### src/rtl/instr_queue.sv
// instr_queue: circular FIFO of (pc, instr) pairs between the fetcher and the decoder.
// The head entry is presented combinationally. The queue flushes in a single cycle and
// holds all of its state while rdy is low. The occupancy flags throttle the fetcher.
// Optional feature: define IQ_BYPASS_EN to present a push straight to the decoder
// when the queue is empty. If pop is high in that same cycle, the entry is consumed
// without being written.
module instr_queue #(
  parameter int DEPTH_LOG2 = 4,
  parameter int PC_W       = 32,
  parameter int INSTR_W    = 32
) (
  input  logic                  clk,
  input  logic                  rst,
  input  logic                  rdy,
  input  logic                  flush,
  input  logic                  push_valid,
  input  logic [PC_W-1:0]       push_pc,
  input  logic [INSTR_W-1:0]    push_instr,
  output logic                  full,
  output logic                  almost_full,
  input  logic                  pop,
  output logic                  is_empty_to_decoder,
  output logic [PC_W-1:0]       pc_to_decoder,
  output logic [INSTR_W-1:0]    instr_to_decoder,
  output logic [DEPTH_LOG2:0]   count
);

  localparam int DEPTH = 1 << DEPTH_LOG2;
  localparam logic [DEPTH_LOG2:0]   CNT_FULL = (DEPTH_LOG2+1)'(DEPTH);
  localparam logic [DEPTH_LOG2:0]   CNT_AF   = (DEPTH_LOG2+1)'(DEPTH - 2);
  localparam logic [DEPTH_LOG2:0]   CNT_ONE  = (DEPTH_LOG2+1)'(1);
  localparam logic [DEPTH_LOG2-1:0] PTR_ONE  = DEPTH_LOG2'(1);

  // Storage is deliberately left out of reset; only pointers and occupancy are control.
  logic [PC_W-1:0]       mem_pc    [DEPTH];
  logic [INSTR_W-1:0]    mem_instr [DEPTH];
  logic [DEPTH_LOG2-1:0] head;
  logic [DEPTH_LOG2-1:0] tail;
  logic [DEPTH_LOG2:0]   count_r;

  logic empty_w;
  logic bypass_show;
  logic bypass_consume;
  logic push_eff;
  logic pop_eff;

  // Pointers wrap naturally at DEPTH because of their width.
  function automatic logic [DEPTH_LOG2-1:0] ptr_inc(input logic [DEPTH_LOG2-1:0] p);
    return p + PTR_ONE;
  endfunction

  // Flags come from the registered count only, so they move only on clock edges or reset.
  always_comb begin
    full        = (count_r == CNT_FULL);
    almost_full = (count_r >= CNT_AF);
    empty_w     = (count_r == '0);
    count       = count_r;
  end

  // Bypass qualification: an empty queue with a push in flight.
  always_comb begin
`ifdef IQ_BYPASS_EN
    bypass_show    = empty_w && push_valid;
    bypass_consume = empty_w && push_valid && pop;
`else
    bypass_show    = 1'b0;
    bypass_consume = 1'b0;
`endif
  end

  // Effective push/pop. Full is judged before any same-cycle pop, so a push into a full queue is dropped.
  always_comb begin
    push_eff = push_valid && !full && !bypass_consume;
    pop_eff  = pop && !empty_w;
  end

  // Head presentation: bypass data, stored head entry, or zero when empty.
  always_comb begin
    is_empty_to_decoder = empty_w;
    pc_to_decoder       = '0;
    instr_to_decoder    = '0;
    if (bypass_show) begin
      is_empty_to_decoder = 1'b0;
      pc_to_decoder       = push_pc;
      instr_to_decoder    = push_instr;
    end else if (!empty_w) begin
      pc_to_decoder       = mem_pc[head];
      instr_to_decoder    = mem_instr[head];
    end
  end

  // Entry write at the tail on an effective push.
  always_ff @(posedge clk) begin
    if (rdy && !flush && push_eff) begin
      mem_pc[tail]    <= push_pc;
      mem_instr[tail] <= push_instr;
    end
  end

  // Pointer and occupancy update. Flush wins over push and pop, and rdy low freezes everything.
  always_ff @(posedge clk or posedge rst) begin
    if (rst) begin
      head    <= '0;
      tail    <= '0;
      count_r <= '0;
    end else if (rdy) begin
      if (flush) begin
        head    <= '0;
        tail    <= '0;
        count_r <= '0;
      end else begin
        if (push_eff) tail <= ptr_inc(tail);
        if (pop_eff)  head <= ptr_inc(head);
        case ({push_eff, pop_eff})
          2'b10:   count_r <= count_r + CNT_ONE;
          2'b01:   count_r <= count_r - CNT_ONE;
          default: count_r <= count_r;
        endcase
      end
    end
  end

endmodule

### config.mk
export PLATFORM = sky130hd
export DESIGN_NAME = instr_queue
export DESIGN_NICKNAME = d
export VERILOG_FILES = /design/src/rtl/instr_queue.sv
export SDC_FILE = /design/constraint.sdc
export NUM_CORES = 1
export LEC_CHECK = 0
export CORE_MARGIN = 8
export CORE_UTILIZATION = 50
export DETAILED_ROUTE_END_ITERATION = 8
export PLACE_DENSITY_LB_ADDON = 0.1
export RECOVER_POWER = 25
export SETUP_SLACK_MARGIN = 0.2
export SLEW_MARGIN = 25
export SYNTH_ARGS = -nofsm -noshare
export SYNTH_HDL_FRONTEND = slang
export SYNTH_SLANG_ARGS = --single-unit
export TNS_END_PERCENT = 100
### constraint.sdc
create_clock -name clk -period 4 [get_ports clk]
set_input_delay 1 -clock clk [delete_from_list [all_inputs] [get_ports clk]]
set_output_delay 1 -clock clk [all_outputs]
set_load 0.02 [all_outputs]
## Yosys cells after proc, flatten, opt, wreduce, memory -nomap -nowiden

Memories as Yosys holds them, arrays and structs flattened.
Index checks and enable logic that the tools add are counted.

- Equal/unequal tests: 3
- Add/subtract/negate cells: 4
- Multiplexer cells: 10
- Order comparisons: 1
- Reductions and logical operators: 14

Operator list:

| operator | number |
|---|---|
| $mux W32 | 2 |
| $mux W4 | 4 |
| $pmux W5 S2 | 1 |
| $add A4 B1 Y4 const B | 2 |
| $reduce_and A2 Y1 | 3 |
| $add A5 B1 Y5 const B | 1 |
| $eq A5 B5 Y1 const B | 1 |
| $ge A5 B4 Y1 const B | 1 |
| $logic_not A5 Y1 | 1 |
| $mux W5 | 1 |
| $sub A5 B1 Y5 const B | 1 |
| $logic_and A1 B1 Y1 | 4 |
| $reduce_bool A2 Y1 | 2 |
| $logic_not A1 Y1 | 3 |
| $reduce_bool A3 Y1 | 1 |
| $eq A2 B1 Y1 const B | 1 |
| $eq A2 B2 Y1 const B | 1 |
| $mux W1 | 2 |

- Logic and storage cells: 37
- Memory bits (writable): 1024
- Bits of input ports: 70
- Memories: 2
- Bits in registers: 13
- Output and inout port bits: 72

Memories:

| memory | words | bits a word | read ports | clocked after Yosys merged registers in | wr ports | line | source |
|---|---|---|---|---|---|---|---|
| mem_instr | 16 | 32 | 1 | 0 | 1 | 36 | `logic [INSTR_W-1:0] mem_instr [DEPTH];` |
| mem_pc | 16 | 32 | 1 | 0 | 1 | 35 | `logic [PC_W-1:0] mem_pc [DEPTH];` |

## Depth between registers and ports, before layout

Gate-level depths: netlist of the first run.

- Word-level depth: 6
- Mapped depth: 10
- Mapped depth without buffers: 9

## Worst setup path before layout of the first run

No wires, ideal clock.

- Kind: input-to-reg
- Start point: input port push_valid
- End point: memory mem_instr[12][0] (enable)
- Required time: 3.571 ns
- Arrival time: 3.421 ns
- Path buffers: 0
- Stages on the path: 4
- Setup slack: 0.151 ns
- Library setup time: 0.429 ns
- Cells stage by stage: a21boi_1 nand2_1 nor4b_1 and2_1

- Word-level cells in the longest chain between the ends: 4

RTL lines:

| what | line | source |
|---|---|---|
| start: declaration | 16 | `input logic push_valid,` |
| $logic_and A1 B1 Y1 | 73 | `push_eff = push_valid && !full && !bypass_consume;` |
| $logic_and A1 B1 Y1 | 94 | `if (rdy && !flush && push_eff) begin` |
| $mux W1 | 94 |  |
| $mux W1 (implied by the code) | 96 | `mem_instr[tail] <= push_instr;` |
| end: declaration | 36 |  |

Every way passes these cells.

## Worst setup path in the final report of the first run

- Start point: register head[0]
- End point: output port instr_to_decoder[7]

- Word-level cells in the longest chain between the ends: 2

RTL lines:

| what | line | source |
|---|---|---|
| start: declaration | 37 | `logic [DEPTH_LOG2-1:0] head;` |
| start signal: assignment | 113 | `if (pop_eff) head <= ptr_inc(head);` |
| $mem_v2 Z16 W32 | -- |  |
| $mux W32 | 86 | `end else if (!empty_w) begin` |
| end: declaration | 24 | `output logic [INSTR_W-1:0] instr_to_decoder,` |

Every way passes these cells.

==> results of run 1 <==
-- how the worst max path moves through the flow --
stage          startpoint                   to
4_1_cts           head[0]  instr_to_decoder[7]
5_1_grt           head[0]  instr_to_decoder[7]
3_5_place_dp      head[0]    pc_to_decoder[19]
2_1_floorplan  push_valid      mem_instr[0][0]
6_report          head[0]  instr_to_decoder[7]
3_3_place_gp      head[0]    pc_to_decoder[15]
-- layer usage --
metal / track usage [%] / share of wire (%) / vias up
met5: 0 / 0.028 / -
met4: 4.53 / 1.5 / 4
met3: 3.64 / 6.3 / 100
met2: 33.5 / 49 / 610
met1: 30.2 / 43 / 10100
li1: - / - / 7668
-- flip-flops by register name, indices dropped and copies added, names as in the netlist --
name,count
mem_instr,512
count,5
head,4
tail,4
mem_pc,512
-- final cells by class --
class,instances,area [um2]
flip-flops and latches,1037,31100
clock inverters,65,578
clock buffers,129,2780
multi-input cells,480,8480
diodes,8,20.0
well taps,1050,1310
inverters,9,33.8
fillers,5328,30100
repair buffers,316,4620
-- cell families after synthesis --
group / after synthesis / synth area share [%]
flops: 1037 / 77.9
buf+inv: 91 / 1.35
simple gates: 111 / 1.69
xor+xnor: 3 / 0.0659
compound gates: 33 / 0.565
fa+ha+maj: 7 / 0.220
mux: 326 / 18.2
-- synth_stat cells, types with 3 or more instances --
library cell | n | share of area, %
a21oi_1 | 4 | 0.050
a22o_1 | 3 | 0.066
and2_1 | 82 | 1.3
buf_1 | 4 | 0.038
buf_2 | 15 | 0.19
buf_6 | 24 | 0.68
clkbuf_1 | 39 | 0.37
dfrtp_1 | 13 | 0.82
edfxtp_1 | 1024 | 77
ha_1 | 7 | 0.22
inv_1 | 8 | 0.075
mux2i_1 | 4 | 0.10
mux4_2 | 320 | 18
nand2_1 | 8 | 0.075
nand3_1 | 4 | 0.050
nor2_1 | 7 | 0.066
o21ai_0 | 6 | 0.075
o21ai_1 | 7 | 0.088
-- through the flow --
| step | cells | hold slack, ns |
|---|---|---|
| floorplan | 1608 | 0.519 |
| global placement | 2816 | 0.561 |
| detailed placement | 2816 | 0.588 |
| CTS | 3073 | 0.598 |
| global route | 3087 | 0.642 |
| finish | 3094 | 0.608 |
-- power by group through the flow --
stage	Sequential, uW	Combinational [uW]	Clock (uW)
floorplan	12400	4450	0
global placement	12400	7120	0
detailed placement	12400	7160	0
CTS	12200	8810	9690
global route	12200	9950	10100
finish	12200	9420	9510
-- timing repair --
item | CTS | global route
hold endpoints to repair | 0 | 0
setup endpoints to repair | 65 | 64
pin swaps | 1 | 0
setup buffers | 43 | 9
gates resized for setup | 424 | 84
gates cloned | 20 | 4
==> impl_metrics.env, run 1 <==
export IMPL_status="finished with violations"
export IMPL_violations="negative setup slack"
export IMPL_drtPass1Iterations=5
export IMPL_cpPeakStageDelay_ns=0.53
export IMPL_vias_per_cell=5.96
export IMPL_gp_congestion=0.733
export IMPL_reg2reg_to="mem_pc[15][22]"
export IMPL_finalMaxSlewViolations=0
export IMPL_rsz0062_at_grt="true"
export IMPL_syn_cell_area_mm2=0.0399
export IMPL_grt_overflow=0
export IMPL_fin_crit_sh_pct=100
export IMPL_min_from="tail[2]"
export IMPL_p_leak_uw=0.0154
export IMPL_cts_tree="done"
export IMPL_die_h_um=298
export IMPL_start_util_pct=50.5
export IMPL_design_power_total_uw=31100
export IMPL_cp_top_family="multiplexers"
export IMPL_fmax_mhz=249
export IMPL_io_pins=142
export IMPL_ys_seq_elements=1037
export IMPL_grtUsageTotal_pct=20.8
export IMPL_cp_num_cells=8
export IMPL_utilization_pct=61.9
export IMPL_cap_violations=0
export IMPL_ys_seq_area_share_pct=77.9
export IMPL_mostFrequentLayoutCell="edfxtp_1"
export IMPL_synth_cell_type_count=40
export IMPL_worstPathCellList="buf_12 > buf_16 > buf_12 > buf_16 > mux4_2 > mux4_2 > and2_4 > buf_6"
export IMPL_final_hold_viol_count=0
export IMPL_cp_buffers_inverters=5
export IMPL_min_path_cells=1
export IMPL_power_frac_comb_pct=30.3
export IMPL_fin_crit_ns=4.01
export IMPL_clock_latency_ns=0.65
export IMPL_hpwl_um=48600
export IMPL_postRouteWirelength_um=92800
export IMPL_setup_ws_ns=-0.0138
export IMPL_dp_slack_ns=0.241
export IMPL_cts_sinks=1037
export IMPL_hp_class="flip-flop to flip-flop"
export IMPL_worst_path_max_fanout=8
export IMPL_crit_slowest_cell="mux4_2"
export IMPL_finalSetupTns_ns=-0.0199
export IMPL_cts_buffers=106
export IMPL_grt_pass1_wl_um=136000
export IMPL_num_rows=103
export IMPL_final_cell_mix="1,024 x edfxtp_1, 320 x mux4_2, 111 x clkbuf_16"
export IMPL_finClkSkew_ns=0.0288
export IMPL_finalSetupViolations=2
export IMPL_crit_required_ns=3.00
export IMPL_antenna_found_initial=10
export IMPL_critPathLaunchType="flip-flop"
export IMPL_ff2ff_path_depth=9
export IMPL_synth_nets=1685
export IMPL_final_cell_area_mm2=0.0489
export IMPL_portBuffers=141
export IMPL_p_per_area_mw_per_mm2=636
export IMPL_cts_max_level=3
export IMPL_via_count=18500
export IMPL_ant_nets=0
export IMPL_core_area_mm2=0.0790
export IMPL_synth_edf_count=1024
export IMPL_crit_type="flip-flop to output port"
export IMPL_worstSetupEndpointType="output port"
export IMPL_slew_headroom_pct=46.9
export IMPL_p_sw_share_pct=26.1
export IMPL_post_route_drc_count=0
export IMPL_die_w_um=298
export IMPL_grt_max_degree=66
export IMPL_syn2layout_area_growth_pct=22.6
export IMPL_yosys_most_used_dff="edfxtp_1"
export IMPL_p_clk_share_pct=30.6
export IMPL_die_area_mm2=0.0891
export IMPL_ys_async_sr_fraction_pct=1.25
export IMPL_min_to="tail[2]"
export IMPL_internal_power_uw=23000
export IMPL_arrival_ns=3.01
export IMPL_grt_pass1_vias=19300
export IMPL_peakVddDrop_mv=0.613
export IMPL_layout_drive_gt1_share_pct=39.1
export IMPL_synthCells=1608
export IMPL_drt_iter0_drc=1697
export IMPL_reg2reg_from="count[2]"
export IMPL_r2r_slack_ns=0.95
export IMPL_final_nets=2027
export IMPL_switchingPower_uw=8130
export IMPL_dpl_instance_area_mm2=0.0439
export IMPL_clockBufferDepth=3
export IMPL_cts_hold_buf=0
export IMPL_yosysWarningCount=0
export IMPL_avgRoutedWirePerCell_um=30.0
export IMPL_tightest_slew_ns=0.796
export IMPL_cts_root_buffer="clkbuf_16"
export IMPL_syn_avg_cell_area_um2=24.8
export IMPL_pwr_share_seq_pct=39.2
export IMPL_clkSlewWorstSetupHoldPaths_ns=0.06
Power figures use the tool's default switching activity.
==> run 2, diff against run 1 <==
--- a/config.mk
+++ b/config.mk
@@ -5,6 +5,7 @@
 export SDC_FILE = /design/constraint.sdc
 export NUM_CORES = 1
 export LEC_CHECK = 0
+export ABC_AREA = 0
 export CORE_MARGIN = 8
 export CORE_UTILIZATION = 50
 export DETAILED_ROUTE_END_ITERATION = 8
==> results of run 2 <==
The final DEF is identical to that of run 1; final timing and power are the same.
